### src/rtl/div_iter_unit_if.sv
// Execute-stage divider hookup: start/operand/flush controls in, stall/ready/result out.
interface div_iter_unit_if #(
    parameter int WIDTH = 32
);
    logic                 div_startE;
    logic                 div_signedE;
    logic [WIDTH-1:0]     srcaE;
    logic [WIDTH-1:0]     srcbE;
    logic                 flushE;
    logic                 cache_stall;
    logic                 div_stall;
    logic                 div_ready;
    logic [2*WIDTH-1:0]   div_result;

    modport master (
        output div_startE, div_signedE, srcaE, srcbE, flushE, cache_stall,
        input  div_stall, div_ready, div_result
    );

    modport slave (
        input  div_startE, div_signedE, srcaE, srcbE, flushE, cache_stall,
        output div_stall, div_ready, div_result
    );
endinterface

### src/rtl/div_iter_unit.sv
// Iterative radix-2 restoring divider for DIV/DIVU; one quotient bit per cycle,
// sign correction applied when the result is captured on DONE entry.
module div_iter_unit #(
    parameter int WIDTH = 32
) (
    input  logic            clk,
    input  logic            resetn,
    div_iter_unit_if.slave  bus
);
    localparam int CW = $clog2(WIDTH);
    localparam logic [1:0] S_IDLE  = 2'd0;
    localparam logic [1:0] S_BUSY  = 2'd1;
    localparam logic [1:0] S_DZERO = 2'd2;
    localparam logic [1:0] S_DONE  = 2'd3;
    localparam logic [WIDTH-1:0] ONE = WIDTH'(1);
    localparam logic [CW-1:0] LAST_CNT = CW'(WIDTH - 1);

    logic [1:0]         r_state;
    logic [CW-1:0]      r_cnt;
    logic [WIDTH-1:0]   r_rem;
    logic [WIDTH-1:0]   r_quo;
    logic [WIDTH-1:0]   r_b_mag;
    logic [WIDTH-1:0]   r_a_raw;
    logic               r_sign_q;
    logic               r_sign_r;
    logic [2*WIDTH-1:0] r_result;

    logic               w_start;
    logic               w_a_neg;
    logic               w_b_neg;
    logic [WIDTH-1:0]   w_a_mag;
    logic [WIDTH-1:0]   w_b_mag;
    logic [WIDTH:0]     w_shift;
    logic [WIDTH:0]     w_trial;
    logic               w_fit;
    logic [WIDTH-1:0]   w_rem_next;
    logic [WIDTH-1:0]   w_quo_next;
    logic [WIDTH-1:0]   w_fin_quo;
    logic [WIDTH-1:0]   w_fin_rem;
    logic [WIDTH-1:0]   w_res_quo;
    logic [WIDTH-1:0]   w_res_rem;
    logic               w_stall;

    assign w_start = bus.div_startE & ~bus.flushE;
    assign w_a_neg = bus.div_signedE & bus.srcaE[WIDTH-1];
    assign w_b_neg = bus.div_signedE & bus.srcbE[WIDTH-1];
    assign w_a_mag = w_a_neg ? (~bus.srcaE + ONE) : bus.srcaE;
    assign w_b_mag = w_b_neg ? (~bus.srcbE + ONE) : bus.srcbE;

    // The shifted partial remainder needs one extra bit: with an unsigned
    // divisor near 2^WIDTH it can exceed WIDTH bits before the subtract.
    assign w_shift    = {r_rem, r_quo[WIDTH-1]};
    assign w_trial    = w_shift - {1'b0, r_b_mag};
    assign w_fit      = ~w_trial[WIDTH];
    assign w_rem_next = w_fit ? w_trial[WIDTH-1:0] : w_shift[WIDTH-1:0];
    assign w_quo_next = {r_quo[WIDTH-2:0], w_fit};

    assign w_fin_quo = (r_state == S_DZERO) ? '1      : w_quo_next;
    assign w_fin_rem = (r_state == S_DZERO) ? r_a_raw : w_rem_next;
    assign w_res_quo = r_sign_q ? (~w_fin_quo + ONE) : w_fin_quo;
    assign w_res_rem = r_sign_r ? (~w_fin_rem + ONE) : w_fin_rem;

    always_ff @(posedge clk) begin
        if (!resetn) begin
            r_state  <= S_IDLE;
            r_cnt    <= '0;
            r_rem    <= '0;
            r_quo    <= '0;
            r_b_mag  <= '0;
            r_a_raw  <= '0;
            r_sign_q <= 1'b0;
            r_sign_r <= 1'b0;
            r_result <= '0;
        end else if (bus.flushE) begin
            r_state <= S_IDLE;
        end else begin
            case (r_state)
                S_IDLE: begin
                    if (w_start) begin
                        r_rem    <= '0;
                        r_quo    <= w_a_mag;
                        r_b_mag  <= w_b_mag;
                        r_a_raw  <= bus.srcaE;
                        r_sign_q <= w_a_neg ^ w_b_neg;
                        r_sign_r <= w_a_neg;
                        r_cnt    <= '0;
                        r_state  <= (bus.srcbE == '0) ? S_DZERO : S_BUSY;
                    end
                end
                S_BUSY: begin
                    r_rem <= w_rem_next;
                    r_quo <= w_quo_next;
                    r_cnt <= r_cnt + CW'(1);
                    if (r_cnt == LAST_CNT) begin
                        r_result <= {w_res_rem, w_res_quo};
                        r_state  <= S_DONE;
                    end
                end
                S_DZERO: begin
                    r_result <= {w_res_rem, w_res_quo};
                    r_state  <= S_DONE;
                end
                S_DONE: begin
                    // A frozen E still holds div_startE high; stay here so it is not re-run.
                    if (!bus.cache_stall) begin
                        r_state <= S_IDLE;
                    end
                end
                default: r_state <= S_IDLE;
            endcase
        end
    end

    always_comb begin
        w_stall = 1'b0;
        if (resetn && !bus.flushE) begin
            case (r_state)
                S_IDLE:  w_stall = bus.div_startE;
                S_BUSY:  w_stall = 1'b1;
                S_DZERO: w_stall = 1'b1;
                default: w_stall = 1'b0;
            endcase
        end
    end

    assign bus.div_stall  = w_stall;
    assign bus.div_ready  = (r_state == S_DONE);
    assign bus.div_result = r_result;
endmodule
### src/flat_wrapper.sv
// flat-port wrapper written by rule: the top's interface ports become plain ports
module div_iter_unit_flat 
#(
    parameter int WIDTH = 32
)
  (clk, resetn, bus_div_startE, bus_div_signedE, bus_srcaE, bus_srcbE, bus_flushE, bus_cache_stall, bus_div_stall, bus_div_ready, bus_div_result);
  div_iter_unit_if #(.WIDTH(WIDTH)) bus_i ();
  input  logic clk;
  input  logic resetn;
  input wire logic [$bits(bus_i.div_startE)-1:0] bus_div_startE;
  input wire logic [$bits(bus_i.div_signedE)-1:0] bus_div_signedE;
  input wire logic [$bits(bus_i.srcaE)-1:0] bus_srcaE;
  input wire logic [$bits(bus_i.srcbE)-1:0] bus_srcbE;
  input wire logic [$bits(bus_i.flushE)-1:0] bus_flushE;
  input wire logic [$bits(bus_i.cache_stall)-1:0] bus_cache_stall;
  output wire logic [$bits(bus_i.div_stall)-1:0] bus_div_stall;
  output wire logic [$bits(bus_i.div_ready)-1:0] bus_div_ready;
  output wire logic [$bits(bus_i.div_result)-1:0] bus_div_result;
  assign bus_i.div_startE = bus_div_startE;
  assign bus_i.div_signedE = bus_div_signedE;
  assign bus_i.srcaE = bus_srcaE;
  assign bus_i.srcbE = bus_srcbE;
  assign bus_i.flushE = bus_flushE;
  assign bus_i.cache_stall = bus_cache_stall;
  assign bus_div_stall = bus_i.div_stall;
  assign bus_div_ready = bus_i.div_ready;
  assign bus_div_result = bus_i.div_result;
  div_iter_unit #(.WIDTH(WIDTH)) u_core (.clk(clk), .resetn(resetn), .bus(bus_i));
endmodule
### config.mk
export PLATFORM = sky130hd
export DESIGN_NAME = div_iter_unit_flat
export DESIGN_NICKNAME = d
export VERILOG_FILES = /design/src/rtl/div_iter_unit_if.sv /design/src/rtl/div_iter_unit.sv /design/src/flat_wrapper.sv
export SDC_FILE = /design/constraint.sdc
export NUM_CORES = 1
export LEC_CHECK = 0
export ABC_AREA = 1
export CAP_MARGIN = 20
export CORE_MARGIN = 2
export CORE_UTILIZATION = 46
export CTS_CLUSTER_SIZE = 28
export DETAILED_ROUTE_END_ITERATION = 12
export MAX_ROUTING_LAYER = met4
export PLACE_DENSITY = 0.66
export SETUP_SLACK_MARGIN = 0.15
export SYNTH_ARGS = -nofsm -noshare
export SYNTH_HDL_FRONTEND = slang
export SYNTH_SLANG_ARGS = --single-unit
### constraint.sdc
create_clock -name clk -period 5.39 [get_ports clk]
set_clock_uncertainty 0.1 [all_clocks]
set_input_delay 1.078 -clock clk [delete_from_list [all_inputs] [get_ports clk]]
set_output_delay 1.078 -clock clk [all_outputs]
set_load 0.005 [all_outputs]
# After elaboration in Yosys (flattened, before gate mapping)

Cells that the tools add are included.

$add $sub $neg: 6
Equality and inequality tests: 7
Multiplexer cells: 22
Bitwise logic cells: 11
Reduce and logical (&&, ||, !) cells: 12

Operator list:

| cell                                                 | count |
|---|---|
| 2-to-1 mux 32 bit                                    | 9 |
| adder 32 x 1 -> 32 bit (second input constant)       | 4 |
| inverter 32 bit                                      | 4 |
| case mux 32 bit (2 select lines)                     | 2 |
| case mux 64 bit (2 select lines)                     | 1 |
| 2-to-1 mux 64 bit                                    | 1 |
| subtractor 33 x 32 -> 33 bit                         | 1 |
| zero test 32 bit                                     | 1 |
| AND reduction 3 bit                                  | 4 |
| case mux 5 bit (2 select lines)                      | 1 |
| 2-to-1 mux 2 bit                                     | 4 |
| case mux 2 bit (4 select lines)                      | 1 |
| adder 5 x 1 -> 5 bit (second input constant)         | 1 |
| equality test 5 bit (second input constant)          | 1 |
| 2-to-1 mux 5 bit                                     | 1 |
| equality test 2 bit (second input constant)          | 2 |
| != test 2 x 1 -> 1 bit (second input constant)       | 2 |
| nonzero test 2 bit                                   | 2 |
| OR reduction 2 bit                                   | 2 |
| bitwise AND 1 bit                                    | 3 |
| inverter 1 bit                                       | 3 |
| equality test 2 x 1 -> 1 bit (second input constant) | 1 |
| zero test 2 bit                                      | 1 |
| != test 2 bit (second input constant)                | 1 |
| 5 further kinds                                      | 5 |

Bits in registers: 201
Input bits: 70
Word-level logic and storage cells: 67

# Logic depth before layout (Yosys ltp)

Gate-level depths: netlist of the first run.

Depth in word-level cells: 8
Mapped depth: 31
Depth with buffers taken out: 30

# Least setup slack after synthesis of the first run

No wires, ideal clock.

Path kind: register -> register
Start point: reg u_core.r_quo[31]
End point: reg u_core.r_result[28] (netlist: u_core.bus.div_result[28])
Library setup time: 0.115 ns
Data arrival time: 3.763 ns
Required time: 5.175 ns
Path slack: 1.412 ns
Cell stages (with the launch flop): 31
Period minus slack after synthesis: 3.978 ns
Cells stage by stage: dfxtp_1 inv_1 ha_1 fa_1 inv_1 nand2_1 nand2_1 nand3_1 nand2_2 nand2_1 nand2_2 nand2_4 nand3_4 nand2_4 buf_6 nor2_8 ha_1 nand3_1 nor2_1 nand3_1 nor3_1 nand2_1 nor3_2 nand4_1 nor3_1 nand3_1 nand2_1 o21ai_0 xnor2_1 o21ai_0 inv_1

Cells in the longest elaborated chain, start to end: 8

RTL lines:

| item                                 | line                 | text |
|---|---|---|
| start, declared                      | div_iter_unit.sv:21  | `logic [WIDTH-1:0] r_quo;` |
| start signal, assigned               | div_iter_unit.sv:81  | `r_quo <= w_a_mag;` |
| start signal, assigned               | div_iter_unit.sv:92  | `r_quo <= w_quo_next;` |
| subtractor 33 x 32 -> 33 bit (*)     | div_iter_unit.sv:53  | `assign w_trial = w_shift - {1'b0, r_b_mag};` |
| inverter 1 bit (*)                   | div_iter_unit.sv:54  | `assign w_fit = ~w_trial[WIDTH];` |
| 2-to-1 mux 32 bit (*)                | div_iter_unit.sv:58  | `assign w_fin_quo = (r_state == S_DZERO) ? '1 : w_quo_next;` |
| inverter 32 bit (*)                  | div_iter_unit.sv:60  | `assign w_res_quo = r_sign_q ? (~w_fin_quo + ONE) : w_fin_quo;` |
| adder 32 x 1 -> 32 bit (*)           | div_iter_unit.sv:60  |  |
| 2-to-1 mux 32 bit (*)                | div_iter_unit.sv:60  |  |
| 2-to-1 mux 64 bit                    | div_iter_unit.sv:94  | `if (r_cnt == LAST_CNT) begin` |
| case mux 64 bit (2 select lines) (*) | div_iter_unit.sv:77  | `case (r_state)` |
| end signal, assigned                 | div_iter_unit.sv:95  | `r_result <= {w_res_rem, w_res_quo};` |
| end signal, assigned                 | div_iter_unit.sv:100 | `r_result <= {w_res_rem, w_res_quo};` |
| end, declared                        | div_iter_unit.sv:26  | `logic [2*WIDTH-1:0] r_result;` |

Every way passes the cells marked *; elsewhere a longest branch is shown, timed or not. The select of a mux whose other input is x is not followed.
A chain may end at the register's enable or synchronous reset.

# Worst setup path after layout of the first run

Same ends and word-level chain as after synthesis.

==> impl_metrics.tcl, run 1 <==
set metrics [dict create \
    root_buffer "clkbuf_16" \
    core_area_um2 30700 \
    ys_types 50 \
    die_area_um2 32600 \
    rsz0062_at_grt "no" \
    syn_nets 2474 \
    ys_seq_area_share_pct 28.1 \
    slew_viol_final 0 \
    io_pins 136 \
    cts_hold_buf 0 \
    outcome "completed" \
    die_y_um 181 \
    leakagePower_uw 0.00818 \
    drive_gt1_share_pct 6.46 \
    p_per_area_nw_per_um2 275 \
    ys_top_cells_by_area "dfxtp_1, nand2_1, inv_1, nor2_1, a21oi_1" \
    viasPerCell 5.25 \
    irDropWorstVdd_v 0.000233 \
    synth_edf_count 0 \
    path_clk_slew_ps 60 \
    port_buffers 135 \
    final.period_utilization_pct 83.6 \
    crit_fanout 19 \
    final_nets 2557 \
    synth_fa_ha_area_share_pct 3.81 \
    min_period_ps 4510 \
    power_uw 4620 \
    synth_area_leader_cell "dfxtp_1" \
    postRouteAntennaNets 0 \
    max_freq_ghz 0.222 \
    via_count 15002 \
    cts_tree "built" \
    maxSlewHeadroom_pct 36.6 \
    hold_path.class "register to register" \
    synth_top_family_by_area "simple AND/OR/NAND/NOR gates" \
    grt_first_pass_wirelength_um 76500 \
    critPathSlowestCell "fa_1" \
    critPathMaxStageDelay_ps 400 \
    ys.flop_type "dfxtp_1" \
    finalSetupViolations 0 \
    synth.mux.area_fraction_pct 0 \
    cts.sinks 201 \
    synth-simple-area-share_pct 35.3 \
    dr.pass1.iters 8 \
    grt_usage_pct 30.4 \
    grt.overflow.total 0 \
    drc 0 \
    grt_pass1_vias 14156 \
    synth_top_area_share_pct 28.1 \
    synthXorXnorAreaFrac_pct 5.32 \
    htreeDepth 1 \
    first_iter_violations 1246 \
    start_util_pct 46.7 \
    yosys_warnings 0 \
    wl_per_cell_um 17.0 \
    critPathRequiredTime_ps 5720 \
    hold_viol 0 \
    syn_avg_cell_area_um2 6.07 \
    antenna_found_initial 2 \
    gp_congestion 0.993 \
    tightest_slew_ps 950 \
    cp_common_cell "nand2_1" \
    setup_tns_ps 0 \
    syn_inst 2361 \
    async_flop_share_pct 0 \
    synth_compound_area_share_pct 15.4 \
    synth_seq_cells 201 \
    grt_start_max_net_pins 120 \
    postCtsSetupRepairBufs 0 \
    cts_buffer_depth 3 \
    maxCapViolCount 0 \
    cp-start-kind "register" \
    syn-cell-area_um2 14300 \
    cp.arrival_ps 4840 \
    row_count 64 \
    dp_hpwl_um 37600 \
    cts_resized 0 \
    worstSetupEndpointType "register" \
    syn_to_final_growth_pct 17.2 \
    path_class "register to register" \
    clk_latency_ps 550 \
    die_w_um 181 \
    routed_wl_um 48600 \
    cts_made_buffers 24 \
]
cells by family (layout without fill, tap and decap cells):
family                     Yosys count  in the layout
AOI/OAI and AO/OA                  393            393
DFF                                201            201
other                                0              2
xor gates and xnor gates            87             87
adders and majority gates           43             43
buffers and inverters              449            550
and+or+nand+nor                   1188           1188
through the flow:
| stage | hold WS [ps] | instance area [um^2] | utilization [%] | worst slack (ps) | cells |
|---|---|---|---|---|---|
| 3_3_place_gp | 339 | 15900 | 52.0 | 970 | 2814 |
| 4_1_cts | 355 | 16800 | 54.8 | 900 | 2858 |
| 3_5_place_dp | 345 | 15900 | 52.0 | 896 | 2814 |
| 6_report | 354 | 16800 | 54.8 | 883 | 2860 |
| 5_1_grt | 367 | 16800 | 54.8 | 153 | 2860 |
| 2_1_floorplan | 329 | 14300 | - | 1410 | 2361 |
layer usage:
| layer | track usage [%] | up-vias | wire, um | part of all wire [%] |
|---|---|---|---|---|
| li1 | - | 7643 | - | - |
| met1 | 42.0 | 6813 | 22900 | 47 |
| met2 | 46.1 | 469 | 21000 | 43 |
| met3 | 4.14 | 77 | 3220 | 6.6 |
| met4 | 9.06 | 0 | 1490 | 3.1 |
| met5 | - | - | 0 | 0 |
layout make-up:
cell class	count	area [um^2]
antenna	2	5.00
clock buffer	31	677
clock inverter	13	189
fill	3211	13900
inverter	356	1340
multi-input combinational	1711	8590
sequential	201	4020
tap	396	495
timing repair buffer	150	1480
cells in the mapped netlist (5+ instances only):
library cell  instances
nand2_1             654
inv_1               347
nor2_1              248
dfxtp_1             201
a21oi_1             148
o21ai_0             139
nand3_1             137
clkbuf_1             68
xor2_1               59
ha_1                 42
a31oi_1              34
nand2_2              31
nor3_1               29
xnor2_1              28
nand4_1              24
or2_2                20
a21o_1               14
nor2_2               14
o211ai_1             11
o221ai_1             11
buf_1                10
buf_2                10
o21ai_1               8
inv_2                 7
nor4_1                7
nand3_2               6
o22ai_1               6
buf_6                 5
sequential cells by signal (all words and copies together), names as in the netlist:
| register | flops |
|---|---|
| u_core.bus.div_result | 64 |
| u_core.r_a_raw | 32 |
| u_core.r_b_mag | 32 |
| u_core.r_quo | 32 |
| u_core.r_rem | 32 |
| u_core.r_cnt | 5 |
| u_core.r_state | 2 |
| u_core.r_sign_q | 1 |
| u_core.r_sign_r | 1 |
worst paths after layout:
| path | start | endpoint | slack [ps] | cells past startpoint |
|---|---|---|---|---|
| max | u_core.r_quo[31] | u_core.bus.div_result[28] | 880 | 29 |
| min | u_core.r_a_raw[30] | u_core.r_a_raw[30] | 350 | 2 |
| max reg2reg | u_core.r_quo[31] | u_core.bus.div_result[28] | 880 | 29 |
| min reg2reg | u_core.r_a_raw[30] | u_core.r_a_raw[30] | 350 | 2 |
worst max-delay path, delay by kind of cell (launching register included):
kind | cells | cell delay (ps)
flip-flops | 1 | 350
XOR/XNOR | 1 | 140
adder cells (fa/ha/maj) | 3 | 790
AND/OR/NAND/NOR | 20 | 2580
AO/OA/AOI/OAI | 2 | 250
buffers and inverters | 3 | 200
power by group:
part	internal [uW]	switching (uW)
Clock	1080	695
Combinational	425	790
Sequential	1570	53.1
Total	3080	1540
cell usage in the layout, fill, tap and decap left out, drive strengths merged, types with 6 or more instances in the layout:
cell type,count
or2,20
a31oi,34
ha,42
xor2,59
clkinv,8
inv,355
dfxtp,201
nand2,688
o221ai,11
a21o,14
clkdlybuf4s50,134
nor2,263
clkbuf,31
nand4,26
a21oi,150
o22ai,6
nand3,144
nor3,33
buf,16
o211ai,11
o21ai,151
xnor2,28
nor4,7
No activity file was read; power rests on OpenSTA's default activity.
==> inputs of run 2 (changes only) <==
Clock period 5.39 ns to 4.5 ns, I/O delays scaled along.
==> run 2 against run 1 <==
Against the previous run: die area is the same; combinational power is 25% higher; critical endpoint unchanged; maximum frequency grew 11%; critical path depth unchanged; global-route usage up 0.36 points; first-iteration DRC count up 14%; hold slack hardly changed; utilization is 0.99 points higher; sequential cell count is the same; sequential power is 20% higher.
==> impl_metrics.tcl, run 2 (same netlist as run 1, synthesis figures left out) <==
set metrics [dict create \
    outcome "completed" \
    start_util_pct 46.7 \
    postRouteAntennaNets 0 \
    port_buffers 135 \
    path_clk_slew_ps 60 \
    grt_start_max_net_pins 120 \
    die_area_um2 32600 \
    dp_hpwl_um 38100 \
    die_w_um 181 \
    worst-r2r-setup-slack_ps 420 \
    mostFrequentLayoutCell "nand2_1" \
    cts.sinks 201 \
    syn_to_final_growth_pct 19.4 \
    maxSlewHeadroom_pct 26.9 \
    reg2reg_to "u_core.bus.div_result[28]" \
    holdWs_ps 355 \
    core_area_um2 30700 \
    min_period_ps 4080 \
    grt_pass1_vias 14083 \
    grt_usage_pct 30.7 \
    cts_made_buffers 24 \
    dr.pass1.iters 5 \
    p_per_area_nw_per_um2 322 \
    dp_cells 2823 \
    root_buffer "clkbuf_16" \
    nFillCells 3106 \
    hold_path.class "register to register" \
    met3_usage_pct 3.40 \
    crit_fanout 3 \
    final_cell_mix "nand2_1, inv_1, nor2_1" \
    hold_viol 0 \
    final_nets 2570 \
    cts_buffer_depth 3 \
    hold_end "u_core.r_a_raw[16]" \
    final.period_utilization_pct 90.6 \
    r2r-start "u_core.r_quo[31]" \
    io_pins 136 \
    first_iter_violations 1426 \
    r2r_cells 29 \
    critPathMaxStageDelay_ps 370 \
    wl_per_cell_um 17.3 \
    min_path_cells 2 \
    max_freq_ghz 0.245 \
    power_uw 5510 \
    maxCapViolCount 0 \
    htreeDepth 1 \
    drc 0 \
    path_class "register to register" \
    irDropWorstVdd_v 0.000260 \
    gp_congestion 0.950 \
    via_count 15296 \
    largest_reg_flops 64 \
    row_count 64 \
    drive_gt1_share_pct 8.53 \
    grtUsageMet1_pct 43.8 \
    cts_tree "built" \
    top_usage_layer "met2" \
    final_util_pct 55.8 \
    grt.overflow.total 0 \
    critPathRequiredTime_ps 4820 \
    finalSetupViolations 0 \
    rsz0062_at_grt "no" \
    slew_viol_final 0 \
    routed_wl_um 49700 \
    cts_hold_buf 0 \
    leakagePower_uw 0.00823 \
    worstSetupEndpointType "register" \
    cp-start-kind "register" \
    grt_util_met2_pct 47.4 \
    critPathSlowestCell "fa_2" \
    grt_first_pass_wirelength_um 77700 \
    antenna_found_initial 1 \
    cp_common_cell "nand2_4" \
    cp.arrival_ps 4400 \
    viasPerCell 5.33 \
    hp-start "u_core.r_a_raw[16]" \
    final_cells 2871 \
    tightest_slew_ps 1100 \
    die_y_um 181 \
    setup_tns_ps 0 \
    clk_latency_ps 530 \
]
run 2: cell count changes in the layout (fill, tap and decap cells not counted), moves of 5 or more:
cell,before,now
buf_4,13,25
ha_4,0,12
dfxtp_2,0,8
clkbuf_1,2,8
ha_2,1,7
nand2_1,653,648
nor2_2,15,20
ha_1,41,23
dfxtp_1,201,193
nor2_1,246,240
run 2: worst max-delay path by stage:
stage	startpoint	endpoint	slack, ps	cells past startpoint
floorplan	u_core.r_quo[31]	u_core.bus.div_result[28]	520	30
global placement	u_core.r_quo[31]	u_core.bus.div_result[28]	270	29
detailed placement	u_core.r_quo[31]	u_core.bus.div_result[28]	280	29
CTS	u_core.r_quo[31]	u_core.bus.div_result[28]	260	29
global route	u_core.r_b_mag[12]	u_core.bus.div_result[28]	70	27
finish	u_core.r_quo[31]	u_core.bus.div_result[28]	420	29
run 2: area by class of cell:
class / instances / area, um^2 / area share, %
multi-input cells: 1711 / 8840 / 51.7
flip-flops and latches: 201 / 4030 / 23.6
repair buffers: 163 / 1590 / 9.32
inverters: 356 / 1340 / 7.81
clock buffers: 36 / 697 / 4.07
well taps: 396 / 495 / 2.90
clock inverters: 7 / 113 / 0.658
diodes: 1 / 2.50 / 0.0146
run 2: timing repair:
item                                    4_1_cts  5_1_grt
endpoints found under the setup margin        0        5
buffers inserted                              0        4
hold endpoints to repair                      0        0
resized for setup                             0       55
run 2: worst max-delay path: cells and delay by family, from the launching register on:
family / cells / cell delay, ps
and+or+nand+nor: 20 / 2320
buffers and inverters: 3 / 150
xor gates and xnor gates: 1 / 140
adders and majority gates: 3 / 700
DFF: 1 / 330
AOI/OAI and AO/OA: 2 / 230
run 2: layer usage:
layer	vias up	part of all wire, %	routed length (um)
li1	7668	-	-
met1	7045	47	23400
met2	508	44	21700
met3	75	7.4	3690
met4	0	2.0	1010
met5	-	0	0
run 2: stage by stage:
step	instance area, um^2	worst slack [ps]
2_1_floorplan	14300	522
5_1_grt	17100	70.9
4_1_cts	16800	265
3_3_place_gp	16000	272
3_5_place_dp	16000	282
6_report	17100	423
run 2: power by group:
| group | internal, uW | leakage, uW | switching (uW) | total (uW) |
|---|---|---|---|---|
| combinational | 541 | 0.00619 | 982 | 1520 |
| sequential | 1890 | 0.00164 | 65.1 | 1950 |
| clock | 1240 | 0.000393 | 801 | 2040 |
